--- src/rtl/pipe_hazard_unit_if.sv ---
// Interface bundling the OF-stage decode inputs, branch/freeze controls and
// the hazard unit's stall, flush, forwarding and statistics outputs.
interface pipe_hazard_unit_if #(
   parameter int REG_AW  = 4,
   parameter int NUM_SRC = 2,
   parameter int CNT_W   = 16
);

   logic                        of_valid;
   logic [NUM_SRC*REG_AW-1:0]   of_src;
   logic [NUM_SRC-1:0]          of_src_used;
   logic [REG_AW-1:0]           of_dst;
   logic                        of_is_wb;
   logic                        of_is_ld;
   logic                        ex_branch_taken;
   logic                        ext_stall;

   logic                        stall_if;
   logic                        bubble_of_ex;
   logic                        flush_if_of;
   logic [NUM_SRC*2-1:0]        fwd_sel;
   logic [CNT_W-1:0]            stall_count;
   logic [CNT_W-1:0]            flush_count;

   // Pipeline side: supplies decode info and controls, observes hazard results
   modport master (
      output of_valid, of_src, of_src_used, of_dst, of_is_wb, of_is_ld,
      output ex_branch_taken, ext_stall,
      input  stall_if, bubble_of_ex, flush_if_of, fwd_sel,
      input  stall_count, flush_count
   );

   // Hazard unit side
   modport slave (
      input  of_valid, of_src, of_src_used, of_dst, of_is_wb, of_is_ld,
      input  ex_branch_taken, ext_stall,
      output stall_if, bubble_of_ex, flush_if_of, fwd_sel,
      output stall_count, flush_count
   );

endinterface

--- src/rtl/pipe_hazard_unit.sv ---
// Interlock and forwarding controller for the 5-stage SimpleRisc pipeline.
// Keeps a shadow scoreboard of the EX/MA/RW destinations, raises load-use
// stalls and branch flushes, and registers per-source forwarding selects.
module pipe_hazard_unit #(
   parameter int REG_AW  = 4,
   parameter int NUM_SRC = 2,
   parameter int CNT_W   = 16
) (
   input logic             clk,
   input logic             reset,
   pipe_hazard_unit_if.slave hz
);

   // Operand source codes for the EX-stage muxes; the producer has moved one
   // stage further by the time the consumer reaches EX.
   typedef enum logic [1:0] {
      FWD_RF  = 2'd0,
      FWD_MA  = 2'd1,
      FWD_RW  = 2'd2,
      FWD_LWB = 2'd3
   } fwd_sel_e;

   typedef struct packed {
      logic              valid;
      logic              wb;
      logic [REG_AW-1:0] dst;
      logic              is_ld;
   } sb_entry_t;

   localparam logic [CNT_W-1:0] CNT_ONE = 1;

   sb_entry_t               ex_e;
   sb_entry_t               ma_e;
   sb_entry_t               rw_e;
   logic [NUM_SRC*2-1:0]    fwd_q;
   logic [CNT_W-1:0]        stall_cnt;
   logic [CNT_W-1:0]        flush_cnt;

   logic [NUM_SRC*2-1:0]    sel_next;
   logic                    load_use;
   logic                    flush;
   logic                    stall;
   logic                    unused_rw_ld;

   // The oldest slot's load flag has no consumer; it is kept so every slot
   // carries the same record.
   assign unused_rw_ld = rw_e.is_ld;

   // Match each used source against the scoreboard, youngest producer first,
   // and flag a load-use hazard when the matching EX producer is a load.
   always_comb begin
      logic [REG_AW-1:0] src;
      logic              rd;
      logic              hit_ex;
      logic              hit_ma;
      logic              hit_rw;
      sel_next = '0;
      load_use = 1'b0;
      src      = '0;
      rd       = 1'b0;
      hit_ex   = 1'b0;
      hit_ma   = 1'b0;
      hit_rw   = 1'b0;
      for (int i = 0; i < NUM_SRC; i++) begin
         src    = hz.of_src[i*REG_AW +: REG_AW];
         rd     = hz.of_valid && hz.of_src_used[i];
         hit_ex = rd && ex_e.valid && ex_e.wb && (ex_e.dst == src);
         hit_ma = rd && ma_e.valid && ma_e.wb && (ma_e.dst == src);
         hit_rw = rd && rw_e.valid && rw_e.wb && (rw_e.dst == src);
         if (hit_ex) begin
            if (ex_e.is_ld) begin
               load_use = 1'b1;
            end else begin
               sel_next[2*i +: 2] = FWD_MA;
            end
         end else if (hit_ma) begin
            sel_next[2*i +: 2] = FWD_RW;
         end else if (hit_rw) begin
            sel_next[2*i +: 2] = FWD_LWB;
         end
      end
   end

   // A taken branch wins over a load-use stall, and a global freeze masks both.
   // While reset is held every control output is forced low.
   always_comb begin
      flush           = hz.ex_branch_taken && !hz.ext_stall;
      stall           = load_use && !flush && !hz.ext_stall;
      hz.stall_if     = !reset && (hz.ext_stall || stall);
      hz.bubble_of_ex = !reset && !hz.ext_stall && (flush || load_use);
      hz.flush_if_of  = !reset && flush;
   end

   // Advance the scoreboard on every unfrozen edge; a stall or flush puts a
   // bubble into EX and clears the select registered for it.
   always_ff @(posedge clk or posedge reset) begin
      if (reset) begin
         ex_e  <= '0;
         ma_e  <= '0;
         rw_e  <= '0;
         fwd_q <= '0;
      end else if (!hz.ext_stall) begin
         rw_e <= ma_e;
         ma_e <= ex_e;
         if (stall || flush) begin
            ex_e  <= '0;
            fwd_q <= '0;
         end else begin
            ex_e.valid <= hz.of_valid;
            ex_e.wb    <= hz.of_is_wb;
            ex_e.dst   <= hz.of_dst;
            ex_e.is_ld <= hz.of_is_ld;
            fwd_q      <= sel_next;
         end
      end
   end

   // Saturating statistics: load-use stall cycles and taken-branch flushes.
   always_ff @(posedge clk or posedge reset) begin
      if (reset) begin
         stall_cnt <= '0;
         flush_cnt <= '0;
      end else if (!hz.ext_stall) begin
         if (stall && (stall_cnt != '1)) begin
            stall_cnt <= stall_cnt + CNT_ONE;
         end
         if (flush && (flush_cnt != '1)) begin
            flush_cnt <= flush_cnt + CNT_ONE;
         end
      end
   end

   assign hz.fwd_sel     = fwd_q;
   assign hz.stall_count = stall_cnt;
   assign hz.flush_count = flush_cnt;

endmodule

--- src/flat_wrapper.sv ---
// flat-port wrapper written by rule: the top's interface ports become plain ports
module pipe_hazard_unit_flat 
#(
   parameter int REG_AW  = 4,
   parameter int NUM_SRC = 2,
   parameter int CNT_W   = 16
)
  (clk, reset, hz_of_valid, hz_of_src, hz_of_src_used, hz_of_dst, hz_of_is_wb, hz_of_is_ld, hz_ex_branch_taken, hz_ext_stall, hz_stall_if, hz_bubble_of_ex, hz_flush_if_of, hz_fwd_sel, hz_stall_count, hz_flush_count);
  pipe_hazard_unit_if #(.REG_AW(REG_AW), .NUM_SRC(NUM_SRC), .CNT_W(CNT_W)) hz_i ();
  input logic clk;
  input logic reset;
  input wire logic [$bits(hz_i.of_valid)-1:0] hz_of_valid;
  input wire logic [$bits(hz_i.of_src)-1:0] hz_of_src;
  input wire logic [$bits(hz_i.of_src_used)-1:0] hz_of_src_used;
  input wire logic [$bits(hz_i.of_dst)-1:0] hz_of_dst;
  input wire logic [$bits(hz_i.of_is_wb)-1:0] hz_of_is_wb;
  input wire logic [$bits(hz_i.of_is_ld)-1:0] hz_of_is_ld;
  input wire logic [$bits(hz_i.ex_branch_taken)-1:0] hz_ex_branch_taken;
  input wire logic [$bits(hz_i.ext_stall)-1:0] hz_ext_stall;
  output wire logic [$bits(hz_i.stall_if)-1:0] hz_stall_if;
  output wire logic [$bits(hz_i.bubble_of_ex)-1:0] hz_bubble_of_ex;
  output wire logic [$bits(hz_i.flush_if_of)-1:0] hz_flush_if_of;
  output wire logic [$bits(hz_i.fwd_sel)-1:0] hz_fwd_sel;
  output wire logic [$bits(hz_i.stall_count)-1:0] hz_stall_count;
  output wire logic [$bits(hz_i.flush_count)-1:0] hz_flush_count;
  assign hz_i.of_valid = hz_of_valid;
  assign hz_i.of_src = hz_of_src;
  assign hz_i.of_src_used = hz_of_src_used;
  assign hz_i.of_dst = hz_of_dst;
  assign hz_i.of_is_wb = hz_of_is_wb;
  assign hz_i.of_is_ld = hz_of_is_ld;
  assign hz_i.ex_branch_taken = hz_ex_branch_taken;
  assign hz_i.ext_stall = hz_ext_stall;
  assign hz_stall_if = hz_i.stall_if;
  assign hz_bubble_of_ex = hz_i.bubble_of_ex;
  assign hz_flush_if_of = hz_i.flush_if_of;
  assign hz_fwd_sel = hz_i.fwd_sel;
  assign hz_stall_count = hz_i.stall_count;
  assign hz_flush_count = hz_i.flush_count;
  pipe_hazard_unit #(.REG_AW(REG_AW), .NUM_SRC(NUM_SRC), .CNT_W(CNT_W)) u_core (.clk(clk), .reset(reset), .hz(hz_i));
endmodule
--- config.mk ---
export PLATFORM = sky130hd
export DESIGN_NAME = pipe_hazard_unit_flat
export DESIGN_NICKNAME = d
export VERILOG_FILES = /design/src/rtl/pipe_hazard_unit_if.sv /design/src/rtl/pipe_hazard_unit.sv /design/src/flat_wrapper.sv
export SDC_FILE = /design/constraint.sdc
export NUM_CORES = 1
export LEC_CHECK = 0
export CAP_MARGIN = 10
export CORE_UTILIZATION = 25
export DETAILED_ROUTE_END_ITERATION = 7
export PLACE_DENSITY = 0.46
export SYNTH_ARGS = -nofsm -noshare
export SYNTH_HDL_FRONTEND = slang
export SYNTH_SLANG_ARGS = --single-unit
--- constraint.sdc ---
create_clock -name clk -period 2.3 [get_ports clk]
set_input_delay 0.46 -clock clk [delete_from_list [all_inputs] [get_ports clk]]
set_output_delay 0.46 -clock clk [all_outputs]
set_load 0.005 [all_outputs]
==> summary.txt, run 1 <==
Leakage: 1.730 nW
Initial antenna violation count: 0
Worst Clk Skew: 0.001662 ns
Internal: 1.849 mW
Worst path cell trace: xor2_1 > nor3_2 > buf_4 > o2bb2ai_4 > buf_6 > nor2_2 > nor3_2 > buf_2
Logic pwr share: 0.186
Clock power share: 0.337
DRC violations left: 0
YS warnings: 0
Routability cong.: 0.7567
Critical path's slowest cell: dfrtp_1
Req. time, crit path: 1.84 ns
Final worst path period need: 2.235 ns
Post-Syn Instances: 263
Vias in the first global route: 2358
Die area: 11760 um^2
Average size of a mapped cell: 10.77 um^2
Drt pass-1 iters: 4
Vias: 2274
Largest net degree at the start of global routing: 30
H-tree depth: 2
Highest Clock Rate: 447.5 MHz
Post-DP HPWL: 5.138 mm
Sequential power share: 0.477
ANT cells: 0
Width of the chip: 108.4 um
I/O Pins: 60
Post-DR wirelength/cell: 14.23 um
Net Switching: 642.3 uW
CTS tree: yes
Hold Fails Final Rpt: 0
Final period utilization: 0.9715
Drt total wl: 6.945 mm
Slew Limit Fails: 0
Post-DRT Antenna Nets: 0
Overall Power: 2.492 mW
Max Cap Violations: 0
Fillers: 1135
Worst Tran Pin Value: 0.4618 ns
Place WS: -0.5325 ns
Synth cell types: 37
Slew HR: 0.6889
Crit Path Max Fanout: 3
Starting Density: 0.2589
Total grt overflow: 0
Core Region: 10940 um^2
Maximum vdd ir drop: 345.3 uV
CTS Sinks: 55
Global-route wire length before repair: 11.64 mm
CP Capture Type: output port
Sw Share: 0.2578
Hold Worst Slack: 0.4913 ns
Syn Std Cell Area: 2831 um^2
Hold Crit Class: reg -> reg
Die outline height: 108.4 um
P per Cell Area: 632.0 nW/um^2
CTS Buf Count: 5
Rows: 38
Port buffer count: 59
Clock buffer depth: 2
Critical path arrival: 1.77 ns
Register bit count reported by yosys: 55
Layout cells sized above 1: 0.1897
Critical setup path kind: reg -> out
Clock Tree Root: clkbuf_16
Register area share after synthesis: 0.4861
Synthesized Nets: 286
Final nets: 371
Avg Vias per Cell: 4.660
Initial DRC Count: 63
Clk slew on worst S/H paths: 0.07 ns
Startpoint types: flop
GRT Util Overall: 0.1272
Layout area overhead: 39.24%
Most frequent CP cell: nor3_2
Worst skew pair latency: 0.29 ns
Status: completed
Crit-path max cell delay: 0.42 ns
Final setup vio count: 0
Setup WS post-layout: 0.06547 ns
state kept, by name, summed over array words and instances, names as in the netlist:
| register | flops |
|---|---|
| u_core.hz.stall_count | 16 |
| u_core.hz.flush_count | 16 |
| u_core.hz.fwd_sel | 4 |
| u_core.ma_e | 6 |
| u_core.rw_e | 6 |
| u_core.ex_e | 7 |
per-layer routing:
layer | track usage | routed length [um] | vias up
li1 | - | - | 1105
met1 | 0.1764 | 3430 | 1109
met2 | 0.1953 | 3053 | 53
met3 | 0.03014 | 369 | 7
met4 | 0.03764 | 91 | 0
met5 | 0 | 0 | -
worst max-delay path: cells and delay by family (launching register included):
kind | cells | cell delay, ns
buffers and inverters | 3 | 0.41
AND/OR/NAND/NOR | 3 | 0.31
AO/OA/AOI/OAI | 1 | 0.14
flip-flops | 1 | 0.42
XOR/XNOR | 1 | 0.19
layout by cell type (no fill, tap or decap), types with 3 or more instances in the layout:
cell type / Yosys / routed
buf_4: 3 / 23
dlygate4sd2_1: 0 / 11
and4_1: 7 / 7
clkbuf_16: 0 / 5
clkdlybuf4s50_1: 0 / 44
dfrtp_1: 55 / 54
o21ai_0: 7 / 7
and2_1: 6 / 6
a31o_2: 5 / 5
mux2_2: 14 / 14
inv_1: 8 / 7
xnor2_1: 36 / 35
and3_1: 8 / 7
nor2_1: 16 / 15
nor3_1: 4 / 3
xor2_1: 16 / 16
nand3_1: 13 / 12
nand4_1: 16 / 16
nand2_1: 22 / 22
Yosys cell counts:
library cell   n  area, um^2
nor3_2         1       10.01
nand2_1       22       82.58
nor2_1        16       60.06
o2bb2ai_2      1       15.01
or4_4          1       11.26
or3_2          1       7.510
nand3_1       13       65.06
buf_4          3       22.52
o31ai_1        1       7.510
xnor2_1       36       315.3
and4_1         7       61.31
a2bb2oi_1      1       8.760
inv_1          8       30.03
nor3_1         4       20.02
dfrtp_1       55        1376
a31oi_1        2       12.51
and3_1         8       50.05
nand4b_1       1       8.760
o21a_1         1       7.510
and3_2         1       7.510
a22o_1         1       8.760
a31o_2         5       43.79
nand2b_1       2       12.51
and2_1         6       37.54
ha_1           2       25.02
nor4_1         2       12.51
clkbuf_1       2       7.510
or4_1          1       7.510
o21ba_4        1       16.27
xor2_1        16       140.1
nand4_1       16       100.1
mux2_2        14       157.7
a41oi_2        1       16.27
or2_1          1       6.260
a21oi_1        2       10.01
mux2_4         1       15.01
o21ai_0        7       35.03
cell families (layout without fill, tap and decap cells):
logic type | count (synthesis) | count (layout) | share of synthesized area
AND/OR/NAND/NOR | 103 | 103 | 0.1980
multiplexers | 15 | 15 | 0.06098
flip-flops | 55 | 55 | 0.4861
buffers and inverters | 13 | 98 | 0.02121
XOR/XNOR | 52 | 52 | 0.1608
AO/OA/AOI/OAI | 23 | 23 | 0.06408
adder cells (fa/ha/maj) | 2 | 2 | 0.008836
layout make-up:
class	count	area, um^2	share of cell area
clock buffers	6	128.9	0.03269
clock inverters	1	30.03	0.007617
inverters	8	30.03	0.007617
multi-input cells	195	1440	0.3653
flip-flops and latches	55	1378	0.3494
well taps	140	175.2	0.04443
repair buffers	83	760.7	0.1930
timing repair:
action / CTS / global route
hold buffers: 0 / 0
resized for setup: 22 / 7
buffers inserted: 3 / 0
endpoints found under the setup margin: 2 / 3
pin swaps: 5 / 0
power by group through the flow:
stage,clock (mW),combinational [mW],sequential (mW)
floorplan,0,0.228,1.17
global placement,0,0.462,1.21
detailed placement,0,0.463,1.20
CTS,0.872,0.468,1.19
global route,0.909,0.509,1.21
finish,0.839,0.464,1.19
per-stage QoR:
step / util / area (um^2) / TNS (ns) / instances
after global routing: 0.3605 / 3943 / -0.002435 / 488
after detailed placement: 0.3406 / 3725 / -1.750 / 478
after floorplan: - / 2831 / 0 / 263
final: 0.3605 / 3943 / 0 / 488
after CTS: 0.3587 / 3923 / 0 / 488
after global placement: 0.3406 / 3725 / -1.479 / 478
path summary, 6_finish.rpt:
check	startpoint	end	slack, ns	cells after the start
worst min register to register	u_core.hz.fwd_sel[0]	u_core.hz.fwd_sel[0]	0.49	2
min in group asynchronous	reset	u_core.hz.flush_count[9]	0.64	3
worst min-delay path	u_core.hz.fwd_sel[0]	u_core.hz.fwd_sel[0]	0.49	2
worst max-delay path	u_core.ex_e[3]	hz_bubble_of_ex	0.07	8
max in group asynchronous	reset	u_core.ex_e[4]	1.33	3
worst max register to register	u_core.hz.flush_count[0]	u_core.hz.flush_count[9]	0.19	6
Note: power is estimated with default switching activity, not from simulation.
==> run 2: changes to the inputs <==
CORE_MARGIN = 2   (was not set)
SETUP_SLACK_MARGIN = 0.1   (was not set)
==> summary.txt, run 2 (synthesis gave the netlist of run 1 again) <==
Status: completed
Startpoint types: primary input
Req. time, crit path: 1.84 ns
Most frequent CP cell: nor3_2
Placed cell count: 478
Max Cap Violations: 0
Vias in the first global route: 2327
Total grt overflow: 0
Slew Limit Fails: 0
Worst setup endpoint: hz_bubble_of_ex
R2R Path End: u_core.hz.flush_count[1]
Hold Crit Class: reg -> reg
Layout cells sized above 1: 0.2034
Global-route wire length before repair: 11.75 mm
P per Cell Area: 614.2 nW/um^2
Drt pass-1 iters: 4
Worst skew pair latency: 0.29 ns
Clock buffer depth: 2
Critical path arrival: 1.70 ns
Crit Path Max Fanout: 3
Initial DRC Count: 80
Initial antenna violation count: 0
I/O Pins: 60
Port buffer count: 59
Total negative slack: 0 ns
Crit-path max cell delay: 0.27 ns
Critical setup path kind: in -> out
Width of the chip: 110.4 um
Vias: 2252
Highest Clock Rate: 463.0 MHz
Post-DR wirelength/cell: 14.10 um
Commonest cells after routing, fill and taps aside: dfrtp_1, clkdlybuf4s50_1, xnor2_1
Largest net degree at the start of global routing: 56
GRT Util Overall: 0.1163
Clk slew on worst S/H paths: 0.07 ns
Post-DP Area: 3737 um^2
Buf/Inv on CP: 3
Final setup vio count: 0
Die area: 12190 um^2
Clock Tree Root: clkbuf_16
ANT cells: 0
Final nets: 371
R2R depth: 5
RR Startpoint: u_core.hz.flush_count[1]
CP Capture Type: output port
Commonest non-fill, non-tap cell in the layout: dfrtp_1
Critical path's slowest cell: dlygate4sd2_1
CP delay by family, top: buffers and inverters
Post-DP HPWL: 5.141 mm
Final period utilization: 0.9391
Design Area, Final: 3940 um^2
Setup repair after global routing missed its margin: true
Die outline height: 110.4 um
Slew HR: 0.7067
Post-CTS Hold Fix Bufs: 0
CP Depth: 8
Drt total wl: 6.893 mm
Layout area overhead: 39.15%
Leakage: 1.710 nW
CTS Sinks: 55
Final worst path period need: 2.160 ns
Hold Fails Final Rpt: 0
Worst path cell trace: dlygate4sd2_1 > xor2_2 > nor3_2 > buf_4 > o2bb2ai_4 > nor2_2 > nor3_2 > buf_2
Maximum vdd ir drop: 389.9 uV
Post-DRT Antenna Nets: 0
Core Region: 10940 um^2
Rows: 38
CTS Buf Count: 5
DRC violations left: 0
Start point of the critical path: hz_of_src[0]
Routability cong.: 0.7541
CTS tree: yes
Avg Vias per Cell: 4.605
Hold Worst Slack: 0.4918 ns
Starting Density: 0.2589
Layout Cells excl Fill: 489
H-tree depth: 2
Worst Tran Pin Value: 0.4360 ns
Fillers: 1129
Worst Clk Skew: 0.006276 ns
Reg-to-reg slack, setup: 0.36 ns
Post-layout util: 0.3603
run 2: worst min-delay path by stage:
stage                                    startpoint                        end  slack (ns)  cells past startpoint
after global routing      u_core.hz.stall_count[11]  u_core.hz.stall_count[11]        0.52                      1
after detailed placement       u_core.hz.fwd_sel[1]       u_core.hz.fwd_sel[1]        0.48                      2
after floorplan                u_core.hz.fwd_sel[3]       u_core.hz.fwd_sel[3]        0.48                      2
final                          u_core.hz.fwd_sel[1]       u_core.hz.fwd_sel[1]        0.49                      2
after CTS                      u_core.hz.fwd_sel[1]       u_core.hz.fwd_sel[1]        0.50                      2
after global placement         u_core.hz.fwd_sel[1]       u_core.hz.fwd_sel[1]        0.48                      2
run 2: cell type report:
class                      count  area [um^2]  share of cell area
clock buffer                   6        128.9             0.03271
clock inverter                 2        16.27            0.004128
inverter                       8        30.03            0.007621
multi-input combinational    195         1449              0.3677
sequential                    55         1379              0.3500
tap                          140        175.2             0.04446
timing repair buffer          83        762.0              0.1934
run 2: report_power, final:
part | total (mW) | switching [mW] | leakage (nW) | internal [mW]
combinational | 0.468 | 0.183 | 0.909 | 0.285
clock | 0.762 | 0.353 | 0.0675 | 0.409
sequential | 1.19 | 0.130 | 0.734 | 1.06
run 2: worst reg2reg max path: stages, from the launching register on:
cell and delay [ns]:
dfrtp_1 0.44, ha_1 0.23, nand3_1 0.13, or4_4 0.48
o21ba_4 0.26, mux2_4 0.29
run 2: routing by layer:
metal / GRT usage / routed length, um / vias up
li1: - / - / 1091
met1: 0.1601 / 3359 / 1104
met2: 0.1820 / 3095 / 52
met3: 0.03019 / 370 / 5
met4: 0.03000 / 68 / 0
met5: 0 / 0 / -
run 2: repair_timing:
action                                  in CTS  in global routing
setup buffers                                3                  0
gates resized for setup                     27                  7
pin swaps                                    8                  6
endpoints found under the setup margin       3                  4
run 2: per-stage QoR:
step | power, mW | setup slack, ns
3_3_place_gp | 1.674 | -0.5205
4_1_cts | 2.457 | 0.05335
3_5_place_dp | 1.671 | -0.5512
6_report | 2.420 | 0.1400
5_1_grt | 2.552 | 0.06480
2_1_floorplan | 1.403 | 0.4033
==> run 3: changes to the inputs <==
CORE_UTILIZATION = 35   (was 25)
PLACE_DENSITY = 0.59   (was 0.46)
==> summary.txt, run 3 (synthesis gave the netlist of run 1 again) <==
Starting Density: 0.3645
Vias: 2247
DRC violations left: 0
H-tree depth: 2
Clock Tree Root: clkbuf_8
RR Startpoint: u_core.hz.flush_count[0]
Post-DRT Antenna Nets: 0
Crit-path max cell delay: 0.47 ns
Global-route wire length before repair: 11.01 mm
Final nets: 371
Worst Clk Skew: 0.01005 ns
CTS tree: yes
Avg Vias per Cell: 4.982
Slew Limit Fails: 0
GRT Util Overall: 0.1589
Clock buffer depth: 2
Final setup vio count: 0
Worst path cell trace: xor2_2 > nor3_2 > buf_4 > o2bb2ai_4 > nor2_2 > nor3_1 > buf_2
I/O Pins: 60
CTS Sinks: 55
Slew HR: 0.7593
Critical path's slowest cell: dfrtp_2
Drt total wl: 6.630 mm
Setup repair after global routing missed its margin: true
CP Capture Type: output port
Layout area overhead: 35.66%
Status: completed
Worst Tran Pin Value: 0.3582 ns
Drt pass-1 iters: 4
Placed cell count: 439
Layout Cells excl Fill: 451
Routability cong.: 0.8485
Clk slew on worst S/H paths: 0.10 ns
Leakage: 1.688 nW
Commonest non-fill, non-tap cell in the layout: dfrtp_1
Port buffer count: 59
Reg-to-reg slack, setup: 0.35 ns
Hold Fails Final Rpt: 0
Maximum vdd ir drop: 324.3 uV
Post-DR wirelength/cell: 14.70 um
Initial antenna violation count: 0
Layout cells sized above 1: 0.2063
Hold Crit Class: in -> async
CTS Buf Count: 5
Initial DRC Count: 70
Final period utilization: 0.9603
ANT cells: 0
Critical path arrival: 1.75 ns
Startpoint types: flop
Req. time, crit path: 1.84 ns
R2R depth: 5
Commonest cells after routing, fill and taps aside: dfrtp_1, clkdlybuf4s50_1, xnor2_1
Largest net degree at the start of global routing: 31
Critical setup path kind: reg -> out
Die outline height: 93.95 um
Core Region: 7767 um^2
Max Cap Violations: 0
Crit Path Max Fanout: 3
Post-DP HPWL: 4.814 mm
Worst skew pair latency: 0.31 ns
Vias in the first global route: 2284
Overall Power: 2.224 mW
Width of the chip: 93.95 um
Post-layout util: 0.4945
Die area: 8826 um^2
Highest Clock Rate: 452.8 MHz
Total grt overflow: 0
P per Cell Area: 579.0 nW/um^2
Final worst path period need: 2.209 ns
R2R Path End: u_core.hz.flush_count[1]
Rows: 32
## run 3: cell types whose count changed in the layout (fill, tap and decap cells not counted), sizes merged
cell           change
clkdlybuf4s15      -1
clkdlybuf4s50      +1
clkinv             +1
inv                +1
clkinvlp           -1
dlygate4sd2        +1
dlymetal6s2s       -1
clkbuf             -1
## run 3: layer usage
layer | vias to the layer above | part of all wire | GRT usage
met5 | - | 0 | 0
met3 | 8 | 0.054 | 0.03933
met2 | 57 | 0.44 | 0.2440
met1 | 1083 | 0.49 | 0.2236
li1 | 1099 | - | -
met4 | 0 | 0.012 | 0.04348
## run 3: worst max-delay path, delay by kind of cell, from the launching register on
family                    cells  cell delay (ns)
DFF                           1             0.47
and+or+nand+nor               3             0.36
buffers and inverters         2             0.30
xor gates and xnor gates      1             0.16
AOI/OAI and AO/OA             1             0.15
## run 3: cell type report
class,count,area [um^2]
clock buffers,5,68.82
clock inverters,3,26.28
fillers,749,3926
inverters,8,30.03
multi-input cells,195,1451
flip-flops and latches,55,1379
well taps,102,127.6
repair buffers,83,758.2
## run 3: metrics by stage
step	hold slack (ns)	setup TNS, ns	setup slack, ns	area, um^2
6_report	0.4528	0	0.09142	3841
5_1_grt	0.4776	-0.003410	-0.003410	3841
4_1_cts	0.4508	0	0.06035	3825
3_5_place_dp	0.4797	-1.508	-0.5248	3682
3_3_place_gp	0.4755	-1.206	-0.4990	3682
2_1_floorplan	0.4752	0	0.4033	2831
## run 3: power by group
part	switching, mW	internal [mW]
clock network	0.341	0.225
registers	0.129	1.06
logic	0.186	0.284
total	0.656	1.57
## run 3: repair_timing
action                     in CTS  in global routing
setup endpoints to repair       3                  6
hold buffers                    0                  0
buffers inserted                3                  1
pin swaps                       9                  4
gates cloned                    0                  0
gates resized for setup        29                  3
## run 3: worst max path at each step
stage,startpoint,endpoint,slack [ns],depth (start not counted)
2_1_floorplan,hz_of_src[0],hz_stall_if,0.40,6
3_3_place_gp,hz_of_valid,hz_bubble_of_ex,-0.50,7
3_5_place_dp,hz_of_valid,hz_bubble_of_ex,-0.52,7
4_1_cts,u_core.ex_e[3],hz_bubble_of_ex,0.06,7
5_1_grt,u_core.ex_e[1],hz_bubble_of_ex,-0.003,7
6_report,u_core.ex_e[1],hz_bubble_of_ex,0.09,7
